## src/rtl/spi_phy_pkg.sv

```systemverilog
`default_nettype none
// ============================================================================
//  Module      : spi_phy_pkg
//  Description : Shared state encoding, word-size constants and helper for
//                the SPI mode-0 master PHY.
//  Revision    : 1.0 - initial release
// ============================================================================
package spi_phy_pkg;

  typedef enum logic [1:0] {
    IDLE  = 2'd0,
    LEAD  = 2'd1,
    SHIFT = 2'd2,
    TRAIL = 2'd3
  } spi_state_e;

  localparam int SPI_BITS_NARROW = 8;
  localparam int SPI_BITS_WIDE   = 32;

  // Number of bits shifted for a transfer of the requested width
  function automatic logic [5:0] spi_bits(input logic wide);
    return wide ? 6'(SPI_BITS_WIDE) : 6'(SPI_BITS_NARROW);
  endfunction

endpackage
`default_nettype wire

```

## src/rtl/spi_sck_gen.sv

```systemverilog
`default_nettype none
// ============================================================================
//  Module      : spi_sck_gen
//  Description : SCK divider. While enabled, holds SCK low for CLK_DIV cycles
//                then high for CLK_DIV cycles, and flags the cycle on whose
//                closing edge SCK rises or falls. Disabled = SCK low, counter 0.
//  Revision    : 1.0 - initial release
// ============================================================================
module spi_sck_gen #(
  parameter int CLK_DIV = 2
) (
  input  logic clk,
  input  logic rst,
  input  logic en_i,
  output logic sck_o,
  output logic rise_o,
  output logic fall_o
);

  localparam int                CW     = $clog2(CLK_DIV + 1);
  localparam logic [CW-1:0]     C_LAST = CW'(CLK_DIV - 1);

  logic [CW-1:0] cnt_q;
  logic          sck_q;
  logic          w_toggle;

  assign w_toggle = en_i && (cnt_q == C_LAST);
  assign rise_o   = w_toggle && !sck_q;
  assign fall_o   = w_toggle &&  sck_q;
  assign sck_o    = sck_q;

  // Half-period counter; restarts from zero every time the shifter re-enables it
  always_ff @(posedge clk) begin
    if (rst || !en_i) begin
      cnt_q <= '0;
      sck_q <= 1'b0;
    end else if (w_toggle) begin
      cnt_q <= '0;
      sck_q <= ~sck_q;
    end else begin
      cnt_q <= cnt_q + CW'(1);
    end
  end

endmodule
`default_nettype wire

```

## src/rtl/spi_master_phy.sv

```systemverilog
`default_nettype none
// ============================================================================
//  Module      : spi_master_phy
//  Description : SPI mode-0 master PHY. Accepts an 8- or 32-bit word on the
//                spi_begin/spi_busy handshake, shifts it MSB-first on MOSI,
//                captures MISO on SCK rising and manages CS from spi_cs.
//  Revision    : 1.0 - initial release
// ============================================================================
module spi_master_phy
  import spi_phy_pkg::*;
#(
  parameter int CLK_DIV = 2
) (
  input  logic        clk,
  input  logic        rst,
  input  logic        spi_begin,
  input  logic        spi_wide,
  input  logic        spi_cs,
  input  logic [31:0] spi_mosi,
  output logic [31:0] spi_miso,
  output logic        spi_busy,
  output logic        sck,
  output logic        mosi,
  input  logic        miso,
  output logic        cs_n
);

  spi_state_e  state_q;
  logic [31:0] tx_q;          // transmit word, MSB-aligned to bit 31
  logic [31:0] rx_q;          // receive shift register, fills from bit 0
  logic [31:0] rx_word_q;
  logic [5:0]  nbits_q;
  logic [5:0]  bitcnt_q;
  logic        release_q;
  logic        armed_q;
  logic        busy_q;
  logic        mosi_q;
  logic        cs_n_q;

  logic        w_sck;
  logic        w_rise;
  logic        w_fall;
  logic        w_accept;
  logic [5:0]  w_bitcnt_nxt;

  assign w_accept     = (state_q == IDLE) && spi_begin && armed_q;
  assign w_bitcnt_nxt = bitcnt_q + 6'd1;

  spi_sck_gen #(
    .CLK_DIV (CLK_DIV)
  ) u_sck_gen (
    .clk    (clk),
    .rst    (rst),
    .en_i   (state_q == SHIFT),
    .sck_o  (w_sck),
    .rise_o (w_rise),
    .fall_o (w_fall)
  );

  // Transfer sequencer: IDLE -> LEAD -> SHIFT (N bits) -> TRAIL -> IDLE
  always_ff @(posedge clk) begin
    if (rst) begin
      state_q   <= IDLE;
      tx_q      <= '0;
      rx_q      <= '0;
      rx_word_q <= '0;
      nbits_q   <= '0;
      bitcnt_q  <= '0;
      release_q <= 1'b1;
      armed_q   <= 1'b0;
      busy_q    <= 1'b0;
      mosi_q    <= 1'b0;
      cs_n_q    <= 1'b1;
    end else begin
      // A low begin level re-arms; only a fresh high level can start a word
      if (!spi_begin) begin
        armed_q <= 1'b1;
      end
      case (state_q)
        IDLE: begin
          cs_n_q <= spi_cs;
          if (w_accept) begin
            armed_q   <= 1'b0;
            tx_q      <= spi_wide ? spi_mosi : {spi_mosi[7:0], 24'h0};
            mosi_q    <= spi_wide ? spi_mosi[31] : spi_mosi[7];
            nbits_q   <= spi_bits(spi_wide);
            release_q <= spi_cs;
            rx_q      <= '0;
            bitcnt_q  <= '0;
            cs_n_q    <= 1'b0;
            busy_q    <= 1'b1;
            state_q   <= LEAD;
          end
        end
        LEAD: begin
          state_q <= SHIFT;
        end
        SHIFT: begin
          if (w_rise) begin
            rx_q <= {rx_q[30:0], miso};
          end
          if (w_fall) begin
            bitcnt_q <= w_bitcnt_nxt;
            if (w_bitcnt_nxt == nbits_q) begin
              state_q <= TRAIL;
            end else begin
              tx_q   <= {tx_q[30:0], 1'b0};
              mosi_q <= tx_q[30];
            end
          end
        end
        TRAIL: begin
          rx_word_q <= rx_q;
          cs_n_q    <= release_q;
          busy_q    <= 1'b0;
          state_q   <= IDLE;
        end
        default: begin
          state_q <= IDLE;
        end
      endcase
    end
  end

  assign spi_miso = rx_word_q;
  assign spi_busy = busy_q;
  assign sck      = w_sck;
  assign mosi     = mosi_q;
  assign cs_n     = cs_n_q;

endmodule
`default_nettype wire

```

## config.mk

```make
export PLATFORM = sky130hd
export DESIGN_NAME = spi_master_phy
export DESIGN_NICKNAME = d
export VERILOG_FILES = /design/src/rtl/spi_phy_pkg.sv /design/src/rtl/spi_sck_gen.sv /design/src/rtl/spi_master_phy.sv
export SDC_FILE = /design/constraint.sdc
export NUM_CORES = 1
export LEC_CHECK = 0
export CORE_UTILIZATION = 45
export CTS_CLUSTER_DIAMETER = 50
export DETAILED_ROUTE_END_ITERATION = 16
export PLACE_DENSITY = 0.69
export SYNTH_ARGS = -nofsm -noshare
export SYNTH_HDL_FRONTEND = slang
export SYNTH_HIERARCHICAL = 1
export SYNTH_SLANG_ARGS = --single-unit
```

## constraint.sdc

```tcl
create_clock -name clk -period 2.3 [get_ports clk]
set_clock_uncertainty 0.15 [all_clocks]
set_input_delay 0.46 -clock clk [delete_from_list [all_inputs] [get_ports clk]]
set_output_delay 0.46 -clock clk [all_outputs]
set_load 0.02 [all_outputs]
```

==> metrics, run 1 <==
Startpoint Class flip-flop; routed wire length approximately 11 mm; Clock Tree Buf Depth 2; Final Max Slew Viols 0; Residual DRC 0; Final #Nets between 600 and 700; hold_buf cts 0; Critical Path Max Stage Delay about 0.64 ns; Max FO, Critical Path 4; # diodes 0; wire length per cell around 15 um; maximum vdd drop 0.522 mV; top cells by area, synth dfxtp_1 47%, mux2i_1 8.8%, a21oi_1 7.5%; Crit. End Element primary output; Worst-path clk slew roughly 0.060 ns; Static Leakage roughly 2.1 nW; vias in the first global route a little under 4k; top_reg_cell synth dfxtp_1; met2 usage 0.331; critical path class reg2out; global route overflow 0; initial core utilization 0.465; Rel. slew slack 0.699; commonest non-fill, non-tap cell in the layout dfxtp_1; CTS tree done; share of layout cells above drive strength 1 0.141; worst-margin pin slew between 0.4 and 0.5 ns; clk sinks between 100 and 150; worst reg2reg startpoint state_q[0]; All-Layer GR Usage 0.206; M3 GR Usage 0.0544; H-tree level count 4; Post-Syn Instances 524; placed insts 707; Via density 5.42; Root Buffer clkbuf_8; EDFF count, synth 0; die area roughly 0.011 mm^2; core outline area 0.0103 mm^2; Pre-antenna DRT Iters 4; synthesized flop and latch total between 100 and 150; Cell Chain, Critical Path clkdlybuf4s50_1; final setup violating endpoints 0; # port buffers between 70 and 80; worst path bufs/invs 1; row count 37; 1st-iter DRT viols 177; gpl congestion ~0.77; crit path time final around 2.1 ns; yosys warns 6; status completed; RSZ-0062 raised after global routing false; asr flop ratio synth 0; Crit path max-delay family buffers and inverters; Worst-Skew Late Latency roughly 0.50 ns; setup bufs post-CTS 0; Antenna Nets Post-Route 0; final hold violations 0; reg2reg path depth 8; share of the synthesized area in the top cell type 0.471; Synth Area per Inst 9.16 um^2; number of max-cap violations 0; Worst Setup EP sck; final worst path period share 0.932; Syn Nets between 500 and 600; critical path depth in cells 1; Die Wd about 110 um; Crit. Startpoint u_sck_gen/sck_o; largest net degree at the start of global routing 65; die height about 110 um; power per cell area 1140 mW/mm^2; Most Used Layer, Global Route met2; synth-to-layout area growth 31.8%; Vias ~4k; most frequent cells in the layout 113 x dfxtp_1, 72 x a21oi_1, 72 x clkdlybuf4s50_1; CTS Buf Count 17; arrival time at the worst endpoint 1.53 ns; hpwl dp 6.75 mm; post-synthesis cell type count 47; Fmax approximately 0.47 GHz; Critical Path RT 1.69 ns; first-pass GRT wire length ~19 mm; initial antenna violation count 0; area leader, netlist dfxtp_1; Post-Syn Area ~0.0048 mm^2; reg2reg end tx_q[30]; non-filler cells, final between 700 and 800; worst min-delay path category in2reg; post_cts resized 0; Slowest-stage cell, CP clkdlybuf4s50_1; Seq/Total Area, Yosys 0.471; Worst R2R Setup Slack around 0.21 ns; M1 GR Usage 0.260; I/O Pins between 70 and 80; TNS Setup 0 ns
[cell usage after synthesis, types with 3 or more instances]
library cell / number
nand3_1: 37
buf_2: 12
nand2b_1: 5
a211oi_2: 20
o2111ai_1: 8
mux2i_1: 42
nor3_1: 4
a21oi_1: 72
clkbuf_1: 26
dfxtp_1: 113
buf_1: 4
a311oi_1: 3
nor2_1: 49
ha_1: 6
o21ai_0: 12
a22oi_1: 22
inv_1: 6
nand2_1: 47
[per-layer routing]
| layer | vias up | routed length, um |
|---|---|---|
| met5 | - | 0 |
| met4 | 0 | 138 |
| met3 | 13 | 520 |
| met2 | 90 | 5090 |
| met1 | 1886 | 5060 |
| li1 | 2016 | - |
[stage by stage]
stage	setup WS, ns	utilization	hold WS [ns]	total power, mW	instance area (um^2)
finish	0.156	0.613	0.134	7.20	6330
global route	0.0518	0.613	0.127	7.57	6330
CTS	0.130	0.613	0.119	7.23	6320
detailed placement	0.0447	0.556	0.293	4.71	5740
global placement	0.0975	0.556	0.267	4.64	5740
floorplan	0.297	-	0.258	3.97	4800
[where the power goes]
group          internal (mW)  total (mW)  switching, mW
logic                  0.965        2.39           1.42
clock network           1.60        2.50          0.910
registers               2.19        2.30          0.117
[logic make-up after synthesis]
group | after synthesis | share of synthesized area
xor+xnor | 4 | 0.00886
flops | 113 | 0.471
mux | 42 | 0.0876
buf+inv | 51 | 0.0469
compound gates | 151 | 0.220
fa+ha+maj | 6 | 0.0156
simple gates | 157 | 0.150
[registers in the layout (all words and copies together), names as in the netlist, 2 cells and up]
name	count
spi_miso	32
u_sck_gen/cnt_q	2
state_q	2
nbits_q	2
tx_q	31
rx_q	32
bitcnt_q	6
[layout make-up]
cell class	count	area, um^2
tap	136	170
multi-input combinational	360	2330
clock buffer	20	445
sequential	113	2260
inverter	6	22.5
fill	854	4000
clock inverter	12	134
timing repair buffer	92	958
[how the worst min path moves through the flow]
stage | from | endpoint | depth (start not counted)
after CTS | rst | armed_q | 2
after floorplan | u_sck_gen/cnt_q[0] | u_sck_gen/cnt_q[0] | 1
after detailed placement | u_sck_gen/cnt_q[0] | u_sck_gen/cnt_q[0] | 1
after global placement | u_sck_gen/cnt_q[0] | u_sck_gen/cnt_q[0] | 1
after global routing | rst | armed_q | 2
final | rst | armed_q | 2
No activity file was read; power rests on OpenSTA's default activity.
==> run 2: changes to the inputs <==
--- a/config.mk
+++ b/config.mk
@@ -5,11 +5,13 @@
 export SDC_FILE = /design/constraint.sdc
 export NUM_CORES = 1
 export LEC_CHECK = 0
+export ABC_AREA = 1
 export CORE_UTILIZATION = 45
 export CTS_CLUSTER_DIAMETER = 50
 export DETAILED_ROUTE_END_ITERATION = 16
-export PLACE_DENSITY = 0.69
+export PLACE_DENSITY = 0.68
 export SYNTH_ARGS = -nofsm -noshare
 export SYNTH_HDL_FRONTEND = slang
 export SYNTH_HIERARCHICAL = 1
 export SYNTH_SLANG_ARGS = --single-unit
+export TNS_END_PERCENT = 20
==> metrics, run 2 <==
Synth Area in Simple Gates 0.286; wire length per cell roughly 13 um; Max FO, Critical Path 64; die height 106 um; hold_buf cts 0; Pre-antenna DRT Iters 4; M3 GR Usage 0.0392; die area between 0.01 and 0.015 mm^2; worst reg2reg startpoint bitcnt_q[0]; hpwl dp about 6.8 mm; I/O Pins 74; Most Used Layer, Global Route met2; critical path depth in cells 11; Worst-path clk slew roughly 0.060 ns; asr flop ratio synth 0; Final #Nets around 760; largest net degree at the start of global routing 71; routed wire length between 10 and 15 mm; EDFF count, synth 0; compound-cell area share of the yosys netlist 0.167; H-tree level count 4; Critical Path Max Stage Delay 0.33 ns; CTS Buf Count 17; setup bufs post-CTS 0; reg2reg path depth 11; Psw 2.43 mW; reg2reg end tx_q[11]; 1st-iter DRT viols approximately 260; Crit. Startpoint bitcnt_q[0]; Net Sw Frac 0.352; first-pass GRT wire length around 19 mm; Die Wd about 110 um; arrival time at the worst endpoint 2.30 ns; Worst R2R Setup Slack 0.23 ns; CTS tree done; power per cell area 1100 mW/mm^2; top cells by area, synth dfxtp_1 46%, nand2_1 8.8%, nor2_1 8.2%; commonest non-fill, non-tap cell in the layout nand2_1; Critical Path RT roughly 2.5 ns; Residual DRC 0; met2 usage 0.363; worst-margin pin slew just over 0.6 ns; final worst path period share 0.902; placed insts between 800 and 900; Syn Nets 700; synthesized flop and latch total around 110; TNS Setup 0 ns; Post-synth top cells 115 x nand2_1, 113 x dfxtp_1, 107 x nor2_1; number of max-cap violations 0; most frequent cells in the layout 115 x nand2_1, 113 x dfxtp_1, 107 x nor2_1; vias in the first global route 4364; xor/xnor share of the synthesized area 0; Clock Tree Buf Depth 2; combinational share of power 0.322; Post-Syn Area around 0.0049 mm^2; status completed; worst min-delay path category reg2reg; Antenna Nets Post-Route 0; M1 GR Usage 0.254; core outline area between 0.01 and 0.015 mm^2; row count 37; sequential share of power 0.332; clock power share 0.346; Post-Syn Instances ~660; cell with the most instances after synthesis nand2_1; mux cell area share after synthesis 0; synth-to-layout area growth 28.5%; internal power about 4.5 mW; worst path bufs/invs 1; crit path time final just over 2 ns; initial antenna violation count 0; All-Layer GR Usage 0.208; gpl congestion 0.778; largest family of logic cells by synthesized area simple AND/OR/NAND/NOR gates; Static Leakage 2.52 nW; Via density between 5 and 6; clk sinks between 100 and 150; Slowest-stage cell, CP dfxtp_1; area leader, netlist dfxtp_1; Fmax between 0.4 and 0.5 GHz; Root Buffer clkbuf_8; non-filler cells, final a little under 900; Startpoint Class flip-flop; Final Max Slew Viols 0; top_reg_cell synth dfxtp_1; # port buffers 73; Vias between 4k and 5k; Post-Synth Adder-Cell Area 0.0154; critical path class reg2reg; share of the synthesized area in the top cell type 0.463; global route overflow 0; initial core utilization 0.469; Cell Chain, Critical Path ha_1 -> nand2_1 -> inv_1 -> nand3b_1 -> nand3_1 -> nor2_2 -> nand2_2 -> nand2_4 -> nand2_8 -> a21oi_1 -> nor2_1; Crit path max-delay family simple AND/OR/NAND/NOR gates; yosys warns 6; # diodes 0; maximum vdd drop roughly 0.65 mV; Seq/Total Area, Yosys 0.463; Crit. End Element flip-flop; Worst Setup EP tx_q[11]; Worst Hold Launch u_sck_gen/cnt_q[0]; share of layout cells above drive strength 1 0.105; post_cts resized 0; Rel. slew slack 0.580; RSZ-0062 raised after global routing false; Worst-Skew Late Latency roughly 0.5 ns; post-synthesis cell type count 28; final setup violating endpoints 0; Synth Area per Inst about 7.4 um^2; final hold violations 0
-- run 2: cell types whose count changed after synthesis, sizes merged, moves of 14 or more --
cell    delta
nor2      +62
inv       +14
mux2i     -42
nand3     +46
o21ai     +35
nand2     +73
a211oi    -21
-- run 2: stage by stage --
step            util  area [um^2]  total power, mW  hold WS, ns  setup slack (ns)
3_3_place_gp   0.550         5730             4.49        0.257            0.0840
6_report       0.603         6280             6.90        0.275             0.226
5_1_grt        0.603         6280             7.32        0.301           0.00388
2_1_floorplan      -         4890             4.10        0.247             0.411
3_5_place_dp   0.550         5730             4.54        0.272            0.0273
4_1_cts        0.603         6280             6.94        0.280             0.202
-- run 2: worst min-delay path by stage --
stage               slack, ns  cells past startpoint                  to
floorplan                0.25                      1  u_sck_gen/cnt_q[0]
finish                   0.27                      1  u_sck_gen/cnt_q[0]
CTS                      0.28                      1  u_sck_gen/cnt_q[0]
global placement         0.26                      1  u_sck_gen/cnt_q[0]
global route             0.30                      1  u_sck_gen/cnt_q[0]
detailed placement       0.27                      1  u_sck_gen/cnt_q[0]
-- run 2: kinds of logic after synthesis --
kind of cell    Yosys count
fa+ha+maj                 6
compound gates          149
simple gates            317
buf+inv                  71
flops                   113
-- run 2: power groups by stage --
stage / Clock, mW / Combinational, mW / Sequential [mW]
3_5_place_dp: 0 / 2.22 / 2.33
2_1_floorplan: 0 / 1.74 / 2.37
4_1_cts: 2.43 / 2.22 / 2.29
6_report: 2.39 / 2.22 / 2.29
5_1_grt: 2.53 / 2.48 / 2.31
3_3_place_gp: 0 / 2.17 / 2.32
-- run 2: cell type report --
cell class,count,area [um^2]
clock inverter,12,110
clock buffer,19,442
tap,136,170
multi-input combinational,472,2290
inverter,23,86.3
fill,939,4140
timing repair buffer,91,916
sequential,113,2260
-- run 2: routing by layer --
layer | wire, um | vias up
met4 | 125 | 0
met5 | 0 | -
met1 | 5220 | 2081
met3 | 511 | 16
met2 | 5290 | 115
li1 | - | 2316
==> run 3: changes to the inputs <==
--- a/config.mk
+++ b/config.mk
@@ -9,7 +9,7 @@
 export CORE_UTILIZATION = 45
 export CTS_CLUSTER_DIAMETER = 50
 export DETAILED_ROUTE_END_ITERATION = 16
-export PLACE_DENSITY = 0.68
+export PLACE_DENSITY_LB_ADDON = 0.25
 export SYNTH_ARGS = -nofsm -noshare
 export SYNTH_HDL_FRONTEND = slang
 export SYNTH_HIERARCHICAL = 1
==> metrics, run 3 (synthesis results as in run 2) <==
Root Buffer clkbuf_8; worst min-delay path category reg2reg; Core Util, Final 0.608; initial core utilization 0.469; sequential share of power 0.327; routed wire length ~12 mm; Min-Delay Endpoint u_sck_gen/cnt_q[0]; Crit. End Element flip-flop; Pre-antenna DRT Iters 5; Fmax around 0.47 GHz; Slowest-stage cell, CP dfxtp_1; worst-margin pin slew 0.656 ns; CTS tree done; arrival time at the worst endpoint between 2 and 2.5 ns; Clock Tree Buf Depth 2; Critical Path Max Stage Delay about 0.40 ns; Worst-path clk slew 0.05 ns; vias in the first global route between 4k and 5k; post_cts resized 0; Max FO, Critical Path 64; Critical Path RT approximately 2.6 ns; Worst Hold Launch u_sck_gen/cnt_q[0]; pre-CTS WS between 0.02 and 0.025 ns; Static Leakage 2.53 nW; Residual DRC 0; row count 37; status completed; first-pass GRT wire length between 15 and 20 mm; hold_buf cts 0; die height 106 um; hold path cells 1; H-tree level count 4; Die Wd 106 um; Filler cells ~950; Antenna Nets Post-Route 0; largest net degree at the start of global routing 65; core outline area between 0.01 and 0.015 mm^2; global route overflow 0; setup bufs post-CTS 0; combinational share of power 0.318; reg2reg end tx_q[10]; Final Max Slew Viols 0; reg2reg path depth 10; critical path class reg2reg; Area after DPL between 0.005 and 0.006 mm^2; internal power ~4.6 mW; most frequent cells in the layout 115 x nand2_1, 113 x dfxtp_1, 107 x nor2_1; Worst-Skew Late Latency about 0.51 ns; share of layout cells above drive strength 1 0.108; clk sinks 113; Vias 4586; clock power share 0.354; All-Layer GR Usage 0.213; final worst path period share 0.919; Worst R2R Setup Slack 0.19 ns; initial antenna violation count 0; wire length per cell 13.4 um; final setup violating endpoints 0; # port buffers 73; Cell Chain, Critical Path ha_1 -> nand2_1 -> o21ai_2 -> nand3_1 -> nor2_2 -> nand2_2 -> nand2_4 -> nand2_8 -> a21oi_1 -> nor2_1; gpl congestion ~0.76; I/O Pins between 70 and 80; TNS Setup 0 ns; Design Area, Final around 0.0063 mm^2; hpwl dp 7.34 mm; Via density 5.28; Power Total roughly 7 mW; CTS Buf Count 17; Final #Nets roughly 770; # diodes 0; 1st-iter DRT viols 313; synth-to-layout area growth 29.6%; Net Sw Frac 0.349; crit path time final roughly 2.1 ns; number of max-cap violations 0; worst reg2reg startpoint bitcnt_q[1]; setup ws final about 0.19 ns; die area about 0.011 mm^2; Startpoint Class flip-flop; maximum vdd drop approximately 0.53 mV; RSZ-0062 raised after global routing false; commonest non-fill, non-tap cell in the layout nand2_1; power per cell area 1110 mW/mm^2; Rel. slew slack 0.558; Psw between 2 and 2.5 mW; final hold violations 0
run 3: cell count changes in the layout (fill, tap and decap cells not counted), sizes merged:
cell,delta
inv,-2
clkinvlp,+1
bufinv,+1
buf,+3
run 3: worst max path at each step:
stage | slack [ns] | end | start | cells after the start
final | 0.19 | tx_q[10] | bitcnt_q[1] | 10
after global routing | 0.04 | tx_q[13] | bitcnt_q[1] | 10
after CTS | 0.16 | sck | u_sck_gen/sck_o | 1
after detailed placement | 0.02 | bitcnt_q[1] | spi_begin | 10
after global placement | 0.10 | tx_q[2] | spi_begin | 11
after floorplan | 0.41 | rx_q[0] | state_q[0] | 11
run 3: stage by stage:
stage | cells | hold slack (ns)
detailed placement | 838 | 0.278
CTS | 869 | 0.285
finish | 869 | 0.282
global placement | 838 | 0.256
global route | 869 | 0.304
floorplan | 656 | 0.247
run 3: critical path, delay by kind of cell (launching register included):
kind                       cells  cell delay [ns]
adders and majority gates      1             0.19
and+or+nand+nor                7             0.82
AOI/OAI and AO/OA              2             0.41
DFF                            1             0.40
run 3: layer usage:
layer | track usage | up-vias | routed length (um)
met5 | 0 | - | 0
met4 | 0.0863 | 0 | 142
met3 | 0.0454 | 13 | 520
met2 | 0.373 | 104 | 5620
met1 | 0.251 | 2161 | 5330
li1 | - | 2308 | -
run 3: cell type report:
| cell class | instances | area, um^2 | area share |
|---|---|---|---|
| timing repair buffer | 94 | 951 | 0.150 |
| clock inverter | 12 | 138 | 0.0217 |
| inverter | 23 | 86.3 | 0.0136 |
| sequential | 113 | 2260 | 0.357 |
| tap | 136 | 170 | 0.0269 |
| clock buffer | 19 | 432 | 0.0682 |
| multi-input combinational | 472 | 2290 | 0.362 |
run 3: power by group through the flow:
stage	Clock, mW	Sequential [mW]	Combinational, mW
6_report	2.48	2.29	2.23
5_1_grt	2.62	2.31	2.48
4_1_cts	2.53	2.29	2.23
3_5_place_dp	0	2.33	2.23
3_3_place_gp	0	2.32	2.18
2_1_floorplan	0	2.37	1.74
